$ cat config.mk
export PLATFORM = sky130hd
export DESIGN_NAME = hazard_unit
export DESIGN_NICKNAME = d
export VERILOG_FILES = /design/src/rtl/hazard_pkg.sv /design/src/rtl/mdu_stall_timer.sv /design/src/rtl/hazard_unit.sv
export SDC_FILE = /design/constraint.sdc
export NUM_CORES = 1
export LEC_CHECK = 0
export CORE_AREA = 2 2 39 41
export CTS_CLUSTER_SIZE = 30
export DETAILED_ROUTE_END_ITERATION = 10
export DIE_AREA = 0 0 41 43
export DONT_BUFFER_PORTS = 1
export GPL_TIMING_DRIVEN = 0
export PLACE_DENSITY = 0.48
export SYNTH_ARGS = -nofsm -noshare
export SYNTH_HDL_FRONTEND = slang
export SYNTH_SLANG_ARGS = --single-unit
$ cat constraint.sdc
create_clock -name clk -period 1.8 [get_ports clk]
set_input_delay 0.36 -clock clk [delete_from_list [all_inputs] [get_ports clk]]
set_output_delay 0.36 -clock clk [all_outputs]
set_load 0.05 [all_outputs]
$ cat src/rtl/hazard_pkg.sv
// Shared constants and FSM state type for the ID-stage hazard controller.
package hazard_pkg;

    localparam int REG_W = 5;

    typedef enum logic [0:0] {
        RUN      = 1'b0,
        MDU_WAIT = 1'b1
    } hz_state_t;

endpackage

$ cat src/rtl/mdu_stall_timer.sv
// Down-counter that tracks the remaining MUL/DIV hold cycles; zero marks the release cycle.
module mdu_stall_timer #(
    parameter int MDU_LAT = 4
) (
    input  logic clk,
    input  logic rst,
    input  logic load,
    input  logic dec,
    output logic zero
);

    localparam int CNT_W    = $clog2(MDU_LAT) + 1;
    // The entry cycle is already a hold cycle, so the count starts two below the latency.
    localparam int LOAD_VAL = (MDU_LAT > 1) ? (MDU_LAT - 2) : 0;

    logic [CNT_W-1:0] cnt;

    always_ff @(posedge clk) begin
        if (rst) begin
            cnt <= '0;
        end else if (load) begin
            cnt <= CNT_W'(LOAD_VAL);
        end else if (dec && (cnt != '0)) begin
            cnt <= cnt - 1'b1;
        end
    end

    assign zero = (cnt == '0);

endmodule

$ cat src/rtl/hazard_unit.sv
// ID-stage hazard/stall controller: load-use stalls, branch flushes, MUL/DIV occupancy of EX.
// Optional HAZARD_PERF_EN adds stall_cycles/flush_count performance counters.
module hazard_unit #(
    parameter int REG_W   = hazard_pkg::REG_W,
    parameter int MDU_LAT = 4
) (
    input  logic             clk,
    input  logic             rst,
    input  logic [REG_W-1:0] ID_rs1,
    input  logic [REG_W-1:0] ID_rs2,
    input  logic             ID_UseRs1,
    input  logic             ID_UseRs2,
    input  logic [REG_W-1:0] EX_rd,
    input  logic             EX_MemRead,
    input  logic             EX_MulDiv,
    input  logic             EX_BrTaken,
    output logic             PCWrite,
    output logic             IFID_Write,
    output logic             IFID_Flush,
    output logic             IDEX_Write,
    output logic             IDEX_Flush,
    output logic             EXMEM_Bubble,
    output logic             MDU_Busy
`ifdef HAZARD_PERF_EN
    ,
    output logic [31:0]      stall_cycles,
    output logic [31:0]      flush_count
`endif
);

    import hazard_pkg::*;

    localparam bit MDU_MULTI = (MDU_LAT > 1);

    hz_state_t state;
    hz_state_t state_next;
    logic      load_use;
    logic      cnt_load;
    logic      cnt_dec;
    logic      cnt_zero;

    assign load_use = EX_MemRead && (EX_rd != '0) &&
                      ((ID_UseRs1 && (EX_rd == ID_rs1)) ||
                       (ID_UseRs2 && (EX_rd == ID_rs2)));

    mdu_stall_timer #(
        .MDU_LAT (MDU_LAT)
    ) u_timer (
        .clk  (clk),
        .rst  (rst),
        .load (cnt_load),
        .dec  (cnt_dec),
        .zero (cnt_zero)
    );

    always_comb begin
        PCWrite      = 1'b1;
        IFID_Write   = 1'b1;
        IFID_Flush   = 1'b0;
        IDEX_Write   = 1'b1;
        IDEX_Flush   = 1'b0;
        EXMEM_Bubble = 1'b0;
        MDU_Busy     = 1'b0;
        cnt_load     = 1'b0;
        cnt_dec      = 1'b0;
        state_next   = state;
        if (rst) begin
            state_next = RUN;
        end else begin
            unique case (state)
                RUN: begin
                    if (EX_BrTaken) begin
                        // The ID instruction is killed, so a pending load-use hazard is moot.
                        IFID_Flush = 1'b1;
                        IDEX_Flush = 1'b1;
                    end else if (EX_MulDiv && MDU_MULTI) begin
                        PCWrite      = 1'b0;
                        IFID_Write   = 1'b0;
                        IDEX_Write   = 1'b0;
                        EXMEM_Bubble = 1'b1;
                        cnt_load     = 1'b1;
                        state_next   = MDU_WAIT;
                    end else if (load_use) begin
                        PCWrite    = 1'b0;
                        IFID_Write = 1'b0;
                        IDEX_Flush = 1'b1;
                    end
                end
                MDU_WAIT: begin
                    MDU_Busy = 1'b1;
                    if (!cnt_zero) begin
                        PCWrite      = 1'b0;
                        IFID_Write   = 1'b0;
                        IDEX_Write   = 1'b0;
                        EXMEM_Bubble = 1'b1;
                        cnt_dec      = 1'b1;
                    end else begin
                        // Release cycle: the finishing MUL/DIV is still in EX and must not re-arm.
                        state_next = RUN;
                    end
                end
                default: state_next = RUN;
            endcase
        end
    end

    always_ff @(posedge clk) begin
        if (rst) begin
            state <= RUN;
        end else begin
            state <= state_next;
        end
    end

`ifdef HAZARD_PERF_EN
    always_ff @(posedge clk) begin
        if (rst) begin
            stall_cycles <= '0;
            flush_count  <= '0;
        end else begin
            if (!PCWrite) begin
                stall_cycles <= stall_cycles + 32'd1;
            end
            if (IFID_Flush) begin
                flush_count <= flush_count + 32'd1;
            end
        end
    end
`endif

endmodule

==> results of run 1 <==
-- power groups by stage --
stage	clock, µW	combinational [µW]	sequential [µW]
2_1_floorplan	0	76.9	96.7
3_3_place_gp	0	83.6	97.3
3_5_place_dp	0	83.9	97.2
4_1_cts	112	109	96.2
5_1_grt	121	132	98.1
6_report	107	123	97.6
-- registers in the layout (all words and copies together) (netlist names) --
name         flops
state            1
u_timer.cnt      3
-- cell type report --
class,count,area [µm²]
clock buffers,3,22.5
well taps,16,20.0
flip-flops and latches,4,83.8
inverters,5,22.5
plain buffers,1,11.3
multi-input cells,35,372
fillers,145,815
repair buffers,5,37.5
-- cell families after synthesis --
kind of cell / Yosys count / share of synthesized area
adders and majority gates: 2 / 0.0694
xor gates and xnor gates: 10 / 0.243
DFF: 4 / 0.222
and+or+nand+nor: 16 / 0.247
AOI/OAI and AO/OA: 7 / 0.146
buffers and inverters: 6 / 0.0729
-- synth_stat cells (2+ instances only) --
cell type                 n  share of area
sky130_fd_sc_hd__a21oi_1  2          0.028
sky130_fd_sc_hd__dfxtp_1  4           0.22
sky130_fd_sc_hd__ha_1     2          0.069
sky130_fd_sc_hd__inv_1    5          0.052
sky130_fd_sc_hd__nor2_1   7          0.073
sky130_fd_sc_hd__nor2b_1  2          0.035
sky130_fd_sc_hd__xnor2_1  2          0.049
sky130_fd_sc_hd__xor2_1   8           0.19
-- layer usage --
layer / vias to the layer above / track usage / part of all wire
met2: 18 / 0.169 / 0.52
met1: 159 / 0.122 / 0.39
met3: 0 / 0.0524 / 0.084
li1: 171 / - / -
met4: 0 / 0.100 / 0
met5: - / 0 / 0
-- worst max-delay path by stage --
stage,from,endpoint,slack [ps],cells after the start
floorplan,EX_rd[3],IDEX_Flush,-270,4
global placement,EX_rd[3],IDEX_Flush,-340,4
detailed placement,EX_rd[1],PCWrite,-340,4
CTS,u_timer.cnt[0],IDEX_Write,-420,7
global route,u_timer.cnt[0],IDEX_Write,-450,7
finish,u_timer.cnt[0],IDEX_Write,-370,7
-- cells in the final DEF, fill, tap and decap left out --
master                       instances
sky130_fd_sc_hd__buf_4               5
sky130_fd_sc_hd__a21oi_1             2
sky130_fd_sc_hd__a221oi_1            1
sky130_fd_sc_hd__xnor2_1             2
sky130_fd_sc_hd__inv_1               2
sky130_fd_sc_hd__clkbuf_4            3
sky130_fd_sc_hd__buf_6               1
sky130_fd_sc_hd__xor2_1              7
sky130_fd_sc_hd__nor2_4              2
sky130_fd_sc_hd__nor2_1              4
sky130_fd_sc_hd__nor4_4              1
sky130_fd_sc_hd__nand2_1             1
sky130_fd_sc_hd__xor2_4              1
sky130_fd_sc_hd__nor4_2              1
sky130_fd_sc_hd__inv_2               2
sky130_fd_sc_hd__and2_0              1
sky130_fd_sc_hd__a32oi_2             1
sky130_fd_sc_hd__nor2b_4             1
sky130_fd_sc_hd__dfxtp_2             3
sky130_fd_sc_hd__nor2_2              1
sky130_fd_sc_hd__or4_1               1
sky130_fd_sc_hd__nand2b_1            1
sky130_fd_sc_hd__o211ai_1            1
sky130_fd_sc_hd__o31ai_4             1
sky130_fd_sc_hd__nor3b_1             1
sky130_fd_sc_hd__nor2b_1             1
sky130_fd_sc_hd__clkinvlp_4          1
sky130_fd_sc_hd__ha_4                2
sky130_fd_sc_hd__dfxtp_1             1
sky130_fd_sc_hd__o32a_4              1
-- metrics by stage --
stage	setup TNS [ps]	hold WS [ps]	total power [µW]
after floorplan	-647	432	174
after global placement	-1000	435	181
after detailed placement	-1000	436	181
after CTS	-1000	183	318
after global routing	-1210	179	352
final	-868	191	328
-- timing repair --
| action | in CTS | in global routing |
|---|---|---|
| gates resized for setup | 14 | 9 |
| setup endpoints to repair | 5 | 6 |
| gates cloned | 0 | 0 |
| pin swaps | 6 | 6 |
| buffers inserted | 3 | 2 |
==> parameters.txt, run 1 <==
Parameter                              Value

Pwr
  Pleak ... 0.000200 µW
  Switch Pwr ... 107 µW
  Internal ... 221 µW
  Net switching share of the total power ... 0.327
  Proportion of power drawn by the clock network ... 0.326
  Share of power burned in registers ... 0.298
  Maximum resistive drop on vdd ... 0.000364 V
  Power Dens Cells ... 576 mW/mm²
  Relative contribution of combinational cells to total power ... 0.376

Clock tree
  Cts bufs inserted ... 3
  CTS Root Cell ... sky130_fd_sc_hd__clkbuf_4
  Reg clk slew, reported paths ... 40 ps
  Number of H-tree levels ... 1
  Max Root-Sink Buffers ... 2
  Clock tree from TritonCTS ... yes
  Hold-fix buffers at CTS ... 0
  Clock latency reported for the late side of the worst-skew pair ... 230 ps
  Clock sinks ... 4

Critical path
  Max FO, Critical Path ... 3
  Setup slack of the most critical reg-to-reg path ... 440 ps
  Cell class contributing the biggest share of worst-path delay ... simple AND/OR/NAND/NOR gates
  Startpoint of the most critical register-to-register path ... u_timer.cnt[0]
  CP max stage delay ... 370 ps
  Sum of buffers and inverters on the critical path ... 2
  Depth of the worst register-to-register path ... 7
  Crit path kind ... flip-flop to output port
  Critical path arrival ... 1810 ps
  Crit-path slowest cell ... sky130_fd_sc_hd__clkinvlp_4
  Type of origin of the critical path ... flip-flop
  Category of the worst setup path capture point ... output port
  Critical register-to-register path endpoint ... u_timer.cnt[1]
  Sequence of cells on the critical path ... inv_2, ha_4, ha_4, nor2b_4, nor2_4, nor2_4, clkinvlp_4
  WP data required ... 1440 ps

Finish
  Fin nets ... 79
  Synthesis-to-finish area growth ... 58.0%
  Final core occ ... 0.411
  Non-filler cells in the finished layout ... 69
  Finished layout cell area ... 569 µm²
  Ant diodes ... 0
  Fraction of final layout cells sized beyond drive strength 1 ... 0.509

Worst hold path
  End point of the most critical hold path ... u_timer.cnt[0]
  Worst Min Path Start ... rst
  Class of the most critical hold timing path ... input port to flip-flop
  Worst hold path cell count ... 1

Die
  Die Y-Extent ... 43 µm
  Die outline width ... 41 µm
  Starting Density ... 0.260
  Ports ... 29
  Placeable core region ... 0.00138 mm²
  Count of standard-cell rows ... 14
  Die Area ... 0.00176 mm²

GRT
  Total global routing overflow ... 0
  Initial antenna violation count ... 0
  Global-route wire length before repair ... 1.33 mm
  Total routing usage reported by global routing ... 0.117
  Vias in the first global route ... 358
  Maximum number of pins on one net before global-route repair ... 8

Synthesis
  Predominant post-synthesis flop cell ... sky130_fd_sc_hd__dfxtp_1
  Synthesized cell area ... 360 µm²
  Portion of the post-synthesis area used by sequential elements ... 0.222
  Syn avg cell area ... 8.01 µm²
  Warning count from the yosys run ... 0
  Synthesized flop and latch total ... 4
  Post-synth ARST share ... 0
  Syn Inst Count ... 45
  Synthesized Nets ... 69
  Count of unique library cells instantiated by Yosys ... 21
  Count of flip-flops with a built-in enable after synthesis ... 0

Timing
  Setup repair after global routing missed its margin ... true
  Setup violators final ... 4
  Number of endpoints with negative hold slack in the final report ... 0
  Setup skew after layout ... 3.81 ps
  Tightest slew margin relative to the limit ... 0.352
  Final worst setup slack ... -375 ps
  Max-slew violation total from the final report ... 0
  Post-route minimum period ... 2170 ps
  Final worst-path cycle share ... 1.21
  Highest achievable clock rate ... 460 MHz
  Transition time at the pin with the least slew margin ... 970 ps

Place
  Number of placed instances with taps included ... 61
  Minimum setup slack after placement ... -342 ps
  Dpl hpwl ... 653 µm
  Final weighted congestion in routability-driven placement ... 0.656
  IO buf count ... 0
  Area post-placement ... 394 µm²

Run status
  Failing checks ... negative setup slack
  Run status ... finished with violations

Job
  Max-cap violations ... 0

Route
  Via density ... 5.04
  Vias ... 348
  Post-detailed-route wirelength per cell ... 12.7 µm
  Post-Route WL ... 877 µm
  Final ANT Viol Nets ... 0
  Post-detailed-route DRC marker count ... 0
  1st-iter DRT viols ... 2
  Length of the first detailed-routing pass in iterations ... 2
Note: power is estimated with default switching activity, not from simulation.
==> inputs of run 2 (changes only) <==
--- a/config.mk
+++ b/config.mk
@@ -6,7 +6,6 @@
 export NUM_CORES = 1
 export LEC_CHECK = 0
 export CORE_AREA = 2 2 39 41
-export CTS_CLUSTER_SIZE = 30
 export DETAILED_ROUTE_END_ITERATION = 10
 export DIE_AREA = 0 0 41 43
 export DONT_BUFFER_PORTS = 1
==> results of run 2 <==
No change in the layout: final DEF, timing and power equal those of run 1.
